$ cat src/rtl/divider_if.sv
// Operand/result bundle for the sequential signed divider.
// The master side issues start/a/b; the slave side returns results and status.
interface divider_if;
  logic        start;
  logic [63:0] a;
  logic [63:0] b;
  logic [63:0] quot;
  logic [63:0] rem;
  logic        busy;
  logic        done;
  logic        div0;
  logic        ovf;

  modport master (
    output start, a, b,
    input  quot, rem, busy, done, div0, ovf
  );

  modport slave (
    input  start, a, b,
    output quot, rem, busy, done, div0, ovf
  );
endinterface

$ cat src/rtl/divider.sv
// 64-bit signed radix-2 restoring divider: 64 CALC cycles plus one FIX cycle,
// with a one-cycle fast path for divide-by-zero and the MIN/-1 overflow case.
module divider (
  input  logic      clk,
  input  logic      rst_n,
  divider_if.slave  bus
);

  typedef enum logic [1:0] {IDLE, CALC, FIX} state_t;

  localparam logic [63:0] MIN_INT = {1'b1, 63'd0};

  state_t r_state;
  state_t w_next;

  logic        r_sign_a;
  logic        r_sign_b;
  logic        r_div0_p;
  logic        r_ovf_p;
  logic [63:0] r_dvd;
  logic [63:0] r_dvs;
  logic [64:0] r_prem;
  logic [5:0]  r_cnt;

  logic [63:0] r_quot;
  logic [63:0] r_rem;
  logic        r_busy;
  logic        r_done;
  logic        r_div0;
  logic        r_ovf;

  logic        w_accept;
  logic        w_is_div0;
  logic        w_is_ovf;
  logic [63:0] w_abs_a;
  logic [63:0] w_abs_b;
  logic [65:0] w_shift;
  logic [65:0] w_diff;
  logic [63:0] w_quot_fix;
  logic [63:0] w_rem_fix;

  assign w_accept  = (r_state == IDLE) && bus.start;
  assign w_is_div0 = (bus.b == '0);
  assign w_is_ovf  = (bus.a == MIN_INT) && (bus.b == '1);
  assign w_abs_a   = bus.a[63] ? -bus.a : bus.a;
  assign w_abs_b   = bus.b[63] ? -bus.b : bus.b;

  // The partial remainder never exceeds 2^64, so bit 65 of the trial
  // difference is a reliable borrow (negative-result) indicator.
  assign w_shift = {r_prem, r_dvd[63]};
  assign w_diff  = w_shift - {2'b00, r_dvs};

  always_comb begin
    w_quot_fix = r_dvd;
    w_rem_fix  = r_prem[63:0];
    if (r_div0_p) begin
      w_quot_fix = '1;
      w_rem_fix  = r_sign_a ? -r_dvd : r_dvd;
    end else if (r_ovf_p) begin
      w_quot_fix = MIN_INT;
      w_rem_fix  = '0;
    end else begin
      if (r_sign_a ^ r_sign_b) w_quot_fix = -r_dvd;
      if (r_sign_a)            w_rem_fix  = -r_prem[63:0];
    end
  end

  always_comb begin
    w_next = r_state;
    case (r_state)
      IDLE: begin
        if (bus.start) begin
          if (w_is_div0 || w_is_ovf) w_next = FIX;
          else                       w_next = CALC;
        end
      end
      CALC:    if (r_cnt == 6'd63) w_next = FIX;
      FIX:     w_next = IDLE;
      default: w_next = IDLE;
    endcase
  end

  always_ff @(posedge clk or negedge rst_n) begin
    if (!rst_n) r_state <= IDLE;
    else        r_state <= w_next;
  end

  always_ff @(posedge clk or negedge rst_n) begin
    if (!rst_n) begin
      r_sign_a <= 1'b0;
      r_sign_b <= 1'b0;
      r_div0_p <= 1'b0;
      r_ovf_p  <= 1'b0;
      r_dvd    <= '0;
      r_dvs    <= '0;
      r_prem   <= '0;
      r_cnt    <= '0;
      r_quot   <= '0;
      r_rem    <= '0;
      r_busy   <= 1'b0;
      r_done   <= 1'b0;
      r_div0   <= 1'b0;
      r_ovf    <= 1'b0;
    end else begin
      r_done <= 1'b0;
      case (r_state)
        IDLE: begin
          if (w_accept) begin
            r_sign_a <= bus.a[63];
            r_sign_b <= bus.b[63];
            r_dvd    <= w_abs_a;
            r_dvs    <= w_abs_b;
            r_prem   <= '0;
            r_cnt    <= '0;
            r_div0_p <= w_is_div0;
            r_ovf_p  <= w_is_ovf && !w_is_div0;
            r_busy   <= 1'b1;
          end
        end
        CALC: begin
          if (!w_diff[65]) begin
            r_prem <= w_diff[64:0];
            r_dvd  <= {r_dvd[62:0], 1'b1};
          end else begin
            r_prem <= w_shift[64:0];
            r_dvd  <= {r_dvd[62:0], 1'b0};
          end
          r_cnt <= r_cnt + 6'd1;
        end
        FIX: begin
          r_quot <= w_quot_fix;
          r_rem  <= w_rem_fix;
          r_div0 <= r_div0_p;
          r_ovf  <= r_ovf_p;
          r_done <= 1'b1;
          r_busy <= 1'b0;
        end
        default: r_busy <= 1'b0;
      endcase
    end
  end

  assign bus.quot = r_quot;
  assign bus.rem  = r_rem;
  assign bus.busy = r_busy;
  assign bus.done = r_done;
  assign bus.div0 = r_div0;
  assign bus.ovf  = r_ovf;

endmodule

$ cat src/flat_wrapper.sv
// flat-port wrapper written by rule: the top's interface ports become plain ports
module divider_flat 
  (clk, rst_n, bus_start, bus_a, bus_b, bus_quot, bus_rem, bus_busy, bus_done, bus_div0, bus_ovf);
  divider_if bus_i ();
  input  logic clk;
  input  logic rst_n;
  input wire logic [$bits(bus_i.start)-1:0] bus_start;
  input wire logic [$bits(bus_i.a)-1:0] bus_a;
  input wire logic [$bits(bus_i.b)-1:0] bus_b;
  output wire logic [$bits(bus_i.quot)-1:0] bus_quot;
  output wire logic [$bits(bus_i.rem)-1:0] bus_rem;
  output wire logic [$bits(bus_i.busy)-1:0] bus_busy;
  output wire logic [$bits(bus_i.done)-1:0] bus_done;
  output wire logic [$bits(bus_i.div0)-1:0] bus_div0;
  output wire logic [$bits(bus_i.ovf)-1:0] bus_ovf;
  assign bus_i.start = bus_start;
  assign bus_i.a = bus_a;
  assign bus_i.b = bus_b;
  assign bus_quot = bus_i.quot;
  assign bus_rem = bus_i.rem;
  assign bus_busy = bus_i.busy;
  assign bus_done = bus_i.done;
  assign bus_div0 = bus_i.div0;
  assign bus_ovf = bus_i.ovf;
  divider u_core (.clk(clk), .rst_n(rst_n), .bus(bus_i));
endmodule
$ cat config.mk
export PLATFORM = sky130hd
export DESIGN_NAME = divider_flat
export DESIGN_NICKNAME = d
export VERILOG_FILES = /design/src/rtl/divider_if.sv /design/src/rtl/divider.sv /design/src/flat_wrapper.sv
export SDC_FILE = /design/constraint.sdc
export NUM_CORES = 1
export LEC_CHECK = 0
export BUFFER_PORTS_ARGS = -buffer_cell sky130_fd_sc_hd__buf_2
export CORE_ASPECT_RATIO = 0.5
export CORE_MARGIN = 3
export CORE_UTILIZATION = 55
export CTS_CLUSTER_DIAMETER = 120
export DETAILED_ROUTE_END_ITERATION = 10
export HOLD_SLACK_MARGIN = 0.03
export PLACE_DENSITY = 0.75
export SLEW_MARGIN = 20
export SYNTH_ARGS = -nofsm -noshare
export SYNTH_HDL_FRONTEND = slang
export SYNTH_SLANG_ARGS = --single-unit
$ cat constraint.sdc
create_clock -name clk -period 10.38 [get_ports clk]
set_input_delay 1.557 -clock clk [delete_from_list [all_inputs] [get_ports clk]]
set_output_delay 1.557 -clock clk [all_outputs]
set_load 0.005 [all_outputs]
* Word-level counts from Yosys, hierarchy flattened
Cells that the tools add are included.
** Operators by class
- Add/sub/neg operators :: 6
- Eq/ne operators :: 8
- Mux-type cells :: 24
- Bitwise logic cells :: 2
- Reduce and logical (&&, ||, !) cells :: 12
** Operators by type and width (number)
- $mux 64 :: 10
- $neg 64->64 :: 4
- $mux 65 :: 2
- $pmux 65 s2 :: 1
- $eq 64x64->1 const B :: 2
- $pmux 64 s2 :: 1
- $sub 66x64->66 :: 1
- $logic_not 64->1 :: 1
- $pmux 6 s2 :: 1
- $reduce_and 2->1 :: 4
- $add 6x1->6 const B :: 1
- $eq 6x6->1 const B :: 1
- $mux 2 :: 3
- $mux 6 :: 1
- $ne 2x1->1 const B :: 2
- $pmux 2 s2 :: 1
- $logic_and 1x1->1 :: 3
- $mux 1 :: 3
- $eq 2x1->1 const B :: 1
- $eq 2x2->1 const B :: 1
- $logic_not 2->1 :: 1
- $ne 2x2->1 const B :: 1
- $pmux 1 s2 :: 1
- $reduce_bool 2->1 :: 1
- 4 further kinds :: 4
** Word-level totals
- Register bits :: 337
- Input port bits :: 131
- Output and inout bits :: 132
- Word-level logic and storage cells :: 67

* Longest topological paths before layout
- Depth in word-level cells :: 6
- Gate-level depth with buffers :: 14
- Depth with buffers taken out :: 14

* Least setup slack after synthesis
OpenSTA, ideal clock, no wires.
- Path kind :: input-to-reg
- From :: input bus_b[10]
- To :: register u_core.r_dvs[57]
- Setup time :: 0.129 ns
- Data arrival time :: 4.790 ns
- Data required time :: 10.251 ns
- Setup slack :: 5.461 ns
- Cell stages on the path :: 11
- Path buffers :: 1
- Cell sequence :: or4_4 > or3_4 > or4_4 > or2_1 > buf_6 > or4_4 > or3_1 > or3_4 > o21ai_2 > xor2_1 > o21ai_1
** On the way
- Word-level cells in the longest chain between the ends :: 2
** RTL lines
- from (decl) :: line flat_wrapper.sv:9 : input wire logic [$bits(bus_i.b)-1:0] bus_b;
- $neg 64->64 :: line divider.sv:46 : assign w_abs_b = bus.b[63] ? -bus.b : bus.b;
- $mux 64 :: line divider.sv:46
- to (signal assigned) :: line divider.sv:112 : r_dvs <= w_abs_b;
- to (decl) :: line divider.sv:21 : logic [63:0] r_dvs;
Every way passes these cells.
A chain may end at the register's enable or synchronous reset.

* Worst setup path after layout
- From :: input bus_a[12]
- To :: register u_core.r_dvd[61]
** On the way
- Word-level cells in the longest chain between the ends :: 4
** RTL lines
- from (decl) :: line flat_wrapper.sv:8 : input wire logic [$bits(bus_i.a)-1:0] bus_a;
- $neg 64->64 :: line divider.sv:45 : assign w_abs_a = bus.a[63] ? -bus.a : bus.a;
- $mux 64 :: line divider.sv:45
- $mux 64 :: line divider.sv:108 : if (w_accept) begin
- $pmux 64 s2 :: line divider.sv:106 : case (r_state)
- to (signal assigned) :: line divider.sv:111 : r_dvd <= w_abs_a;
- to (signal assigned) :: line divider.sv:123 : r_dvd <= {r_dvd[62:0], 1'b1};
- to (signal assigned) :: line divider.sv:126 : r_dvd <= {r_dvd[62:0], 1'b0};
- to (decl) :: line divider.sv:20 : logic [63:0] r_dvd;
Every way passes these cells. The select of a mux whose other input is x is not followed.

==> out/metrics.cfg <==
[placement]
routabilityCongestion=0.986
preCtsSetupSlack_ns=4.89
portBuffers=262
place_hpwl_mm=58.1
dp.cells=3632

[worst_setup_path]
r2r-end=u_core.r_prem[58]
startpoint_type=input pin
crit_chain=buf_2, or4_1, or3_1, nand3b_1, or3_1, or3_1, or3_1, or4_4, o31ai_1, xor2_1, a21oi_1
worstSetupEndpointType=register
required_ns=10.79
crit_path_top_delay_cell=or4_1
r2r_slack_ns=5.61
path_common_cell=or3_1
worstPathMaxFanout=6
cp.arrival_ns=5.47
rr_worst_depth=13
r2r_start=u_core.r_dvs[6]
cp_slowest_stage_delay_ns=0.57
worstSetupPathType=in2reg

[synth]
syn_avg_cell_area_um2=8.12
syn_inst=3011
synth_fp_nets=3213
yosysUniqueCellTypes=72
syn_area_um2=24500
async_flop_share_pct=100
yosysSeqAreaShare_pct=34.5
yosysWarningCount=0
synth-seq-cells=337
synth-edff-count=0
synth-main-ff-cell=dfrtp_1

[finish]
n_fill_cell=3767
fin_cells=3689
drive_gt1_share_pct=12.4
nNetsFinal=3294
area_growth_pct=10.3
final_util_pct=62.8

[detailed_routing]
drtAntennaViolNets=0
drc=0
vias_per_cell=6.39
drtPass1Iterations=6
wl_mm=80.0
drtIter0Drc=3029
wl_per_cell_um=21.7
vias=23600

[floorplanning]
fp.dieH_um=155
core.rowCount=53
die_area_um2=47200
die_w_um=304
start_util_pct=57.0
io_pins=263
core-area_um2=42900

[sta]
timing.final.hold_violations=0
min_period_over_period_pct=48.7
tightest_slew_ns=1.09
fin_crit_ns=5.06
finalSetupViolCount=0
fmaxAchievable_ghz=0.198
setup_ws_ns=5.32
slew_violations=0
whs_ns=0.468
rsz0062_at_grt=false
skew_ns=0.0198
max-slew-margin-rel_pct=25.2
setup_tns_ns=0

[min_path]
holdPathEnd=u_core.bus.quot[16]
hp-start=u_core.bus.quot[16]
hold_depth=2
hold_class=reg2reg

[power_and_ir_drop]
p_leak_nw=11.8
peakVddDrop_mv=0.190
p_per_area_nw_per_um2=353

[clock_network]
cts_buffers=35
root_buffer=clkbuf_16
cts.sinks=337
htree_levels=2
cts_hold_buf=0
clockBufferDepth=3
clk_pin_slew_worst_paths_ns=0.07
postCtsSetupBuffers=0
clk_latency_ns=0.54
cts_resized=0
cts_tree=built

[outcome]
status=finished clean

[grt]
grt_pass1_wl_mm=124
antenna_found_initial=4
track_usage_pct=32.8
grt_max_degree=137
grt_overflow=0
grt_pass1_vias=21400

[flow_run]
drv_cap=0

## critical path: cells and delay by family
family,cells,cell delay [ns]
AND/OR/NAND/NOR,7,3.26
XOR/XNOR,1,0.18
buffers and inverters,1,0.13
AO/OA/AOI/OAI,2,0.35
## how the worst max path moves through the flow
stage / from / end / slack (ns)
floorplan: bus_b[10] / u_core.r_dvs[57] / 5.46
global placement: bus_a[12] / u_core.r_dvd[61] / 4.96
detailed placement: bus_a[12] / u_core.r_dvd[61] / 4.89
CTS: bus_a[12] / u_core.r_dvd[61] / 5.44
global route: bus_a[12] / u_core.r_dvd[61] / 5.24
finish: bus_a[12] / u_core.r_dvd[61] / 5.32
## synth_stat cells, types with 5 or more instances
master | number | area share [%]
xor2_1 | 147 | 5.3
a221oi_1 | 53 | 1.9
or4_4 | 9 | 0.41
a32oi_1 | 17 | 0.61
nand2b_1 | 24 | 0.61
o211ai_1 | 7 | 0.21
or3_1 | 62 | 1.6
clkbuf_1 | 219 | 3.4
ha_1 | 70 | 3.6
nand3_1 | 29 | 0.59
dfrtp_1 | 337 | 34
o41ai_1 | 28 | 1.0
a22oi_1 | 5 | 0.15
nand4_1 | 46 | 1.2
xnor2_1 | 225 | 8.1
mux2i_1 | 38 | 1.6
o31ai_1 | 94 | 2.9
nor4_1 | 29 | 0.74
a21oi_1 | 151 | 3.1
and3_1 | 9 | 0.23
o21a_1 | 11 | 0.34
nand2_1 | 398 | 6.1
nor2b_1 | 10 | 0.26
nor3_1 | 37 | 0.76
nand4b_1 | 5 | 0.18
a211oi_1 | 16 | 0.49
o21bai_1 | 13 | 0.40
o22ai_1 | 97 | 2.5
inv_1 | 97 | 1.5
o21ai_0 | 314 | 6.4
a221o_1 | 37 | 1.5
a31oi_1 | 10 | 0.26
buf_1 | 24 | 0.37
or2_2 | 13 | 0.33
a21o_1 | 30 | 0.92
nor2_1 | 212 | 3.3
or4_1 | 32 | 0.98
## cell usage in the layout (no fill, tap or decap), types with 10 or more instances in the layout
cell type / instances
nand3_1: 29
or4_1: 32
nor3_1: 37
xnor2_1: 224
a21o_1: 30
buf_2: 261
a211oi_1: 16
o41ai_1: 28
o21bai_1: 13
or3_1: 62
buf_4: 24
nor2b_1: 10
nand4_1: 46
ha_1: 70
a31oi_1: 10
nand2b_1: 24
o31ai_1: 94
a221oi_1: 53
nor2_1: 209
nand2_1: 395
a221o_1: 37
a32oi_1: 17
dfrtp_1: 335
inv_1: 96
o22ai_1: 97
nor4_1: 29
o21ai_0: 314
a21oi_1: 151
mux2i_1: 38
xor2_1: 146
clkbuf_16: 35
o21a_1: 11
or2_2: 13
## state kept, by name (all words and copies together) (netlist names)
signal           flops
u_core.bus.div0      1
u_core.r_sign_a      1
u_core.r_ovf_p       1
u_core.r_cnt         6
u_core.r_dvd        64
u_core.r_sign_b      1
u_core.r_prem       65
u_core.bus.quot     64
u_core.bus.rem      64
u_core.r_dvs        64
u_core.r_div0_p      1
u_core.bus.done      1
u_core.bus.ovf       1
u_core.r_state       2
u_core.bus.busy      1
## cell families (layout without fill, tap and decap cells)
| group | after synthesis | after routing | share of synthesized area, % |
|---|---|---|---|
| flip-flops | 337 | 337 | 34.5 |
| AND/OR/NAND/NOR | 938 | 938 | 18.0 |
| adder cells (fa/ha/maj) | 71 | 71 | 3.66 |
| other | 0 | 1 | 0 |
| XOR/XNOR | 372 | 372 | 13.3 |
| multiplexers | 38 | 38 | 1.56 |
| buffers and inverters | 344 | 444 | 5.32 |
| AO/OA/AOI/OAI | 911 | 911 | 23.7 |
## through the flow
stage / power (W) / cell area [µm²]
after floorplan: 0.00648 / 24500
after global placement: 0.00793 / 25900
final: 0.00952 / 27000
after CTS: 0.00934 / 27000
after detailed placement: 0.00803 / 25900
after global routing: 0.0102 / 27000
## layer usage
metal | vias up | part of all wire (%) | GRT usage, % | wire length (µm)
li1 | 10900 | - | - | -
met1 | 11300 | 45 | 49.7 | 36200
met2 | 1131 | 41 | 47.2 | 33100
met3 | 155 | 9.9 | 6.11 | 7950
met4 | 6 | 3.4 | 10.2 | 2710
met5 | - | 0.051 | 0 | 41
## area by class of cell
class                      instances  area [µm²]  area share, %
clock buffer                      39         891           3.30
timing repair buffer             289        1540           5.73
clock inverter                    17         205          0.761
sequential                       337        8440           31.3
inverter                          99         372           1.38
tap                              577         722           2.68
antenna                            1        2.50        0.00928
multi-input combinational       2330       14800           54.8
## where the power goes
part           leakage, nW  internal [W]  switching, W  total, W
registers             4.25       0.00174      0.000744   0.00248
clock network        0.525      0.000719      0.000560   0.00128
logic                 7.01       0.00227       0.00349   0.00577
total                 11.8       0.00473       0.00480   0.00952
Note: power is estimated with default switching activity, not from simulation.
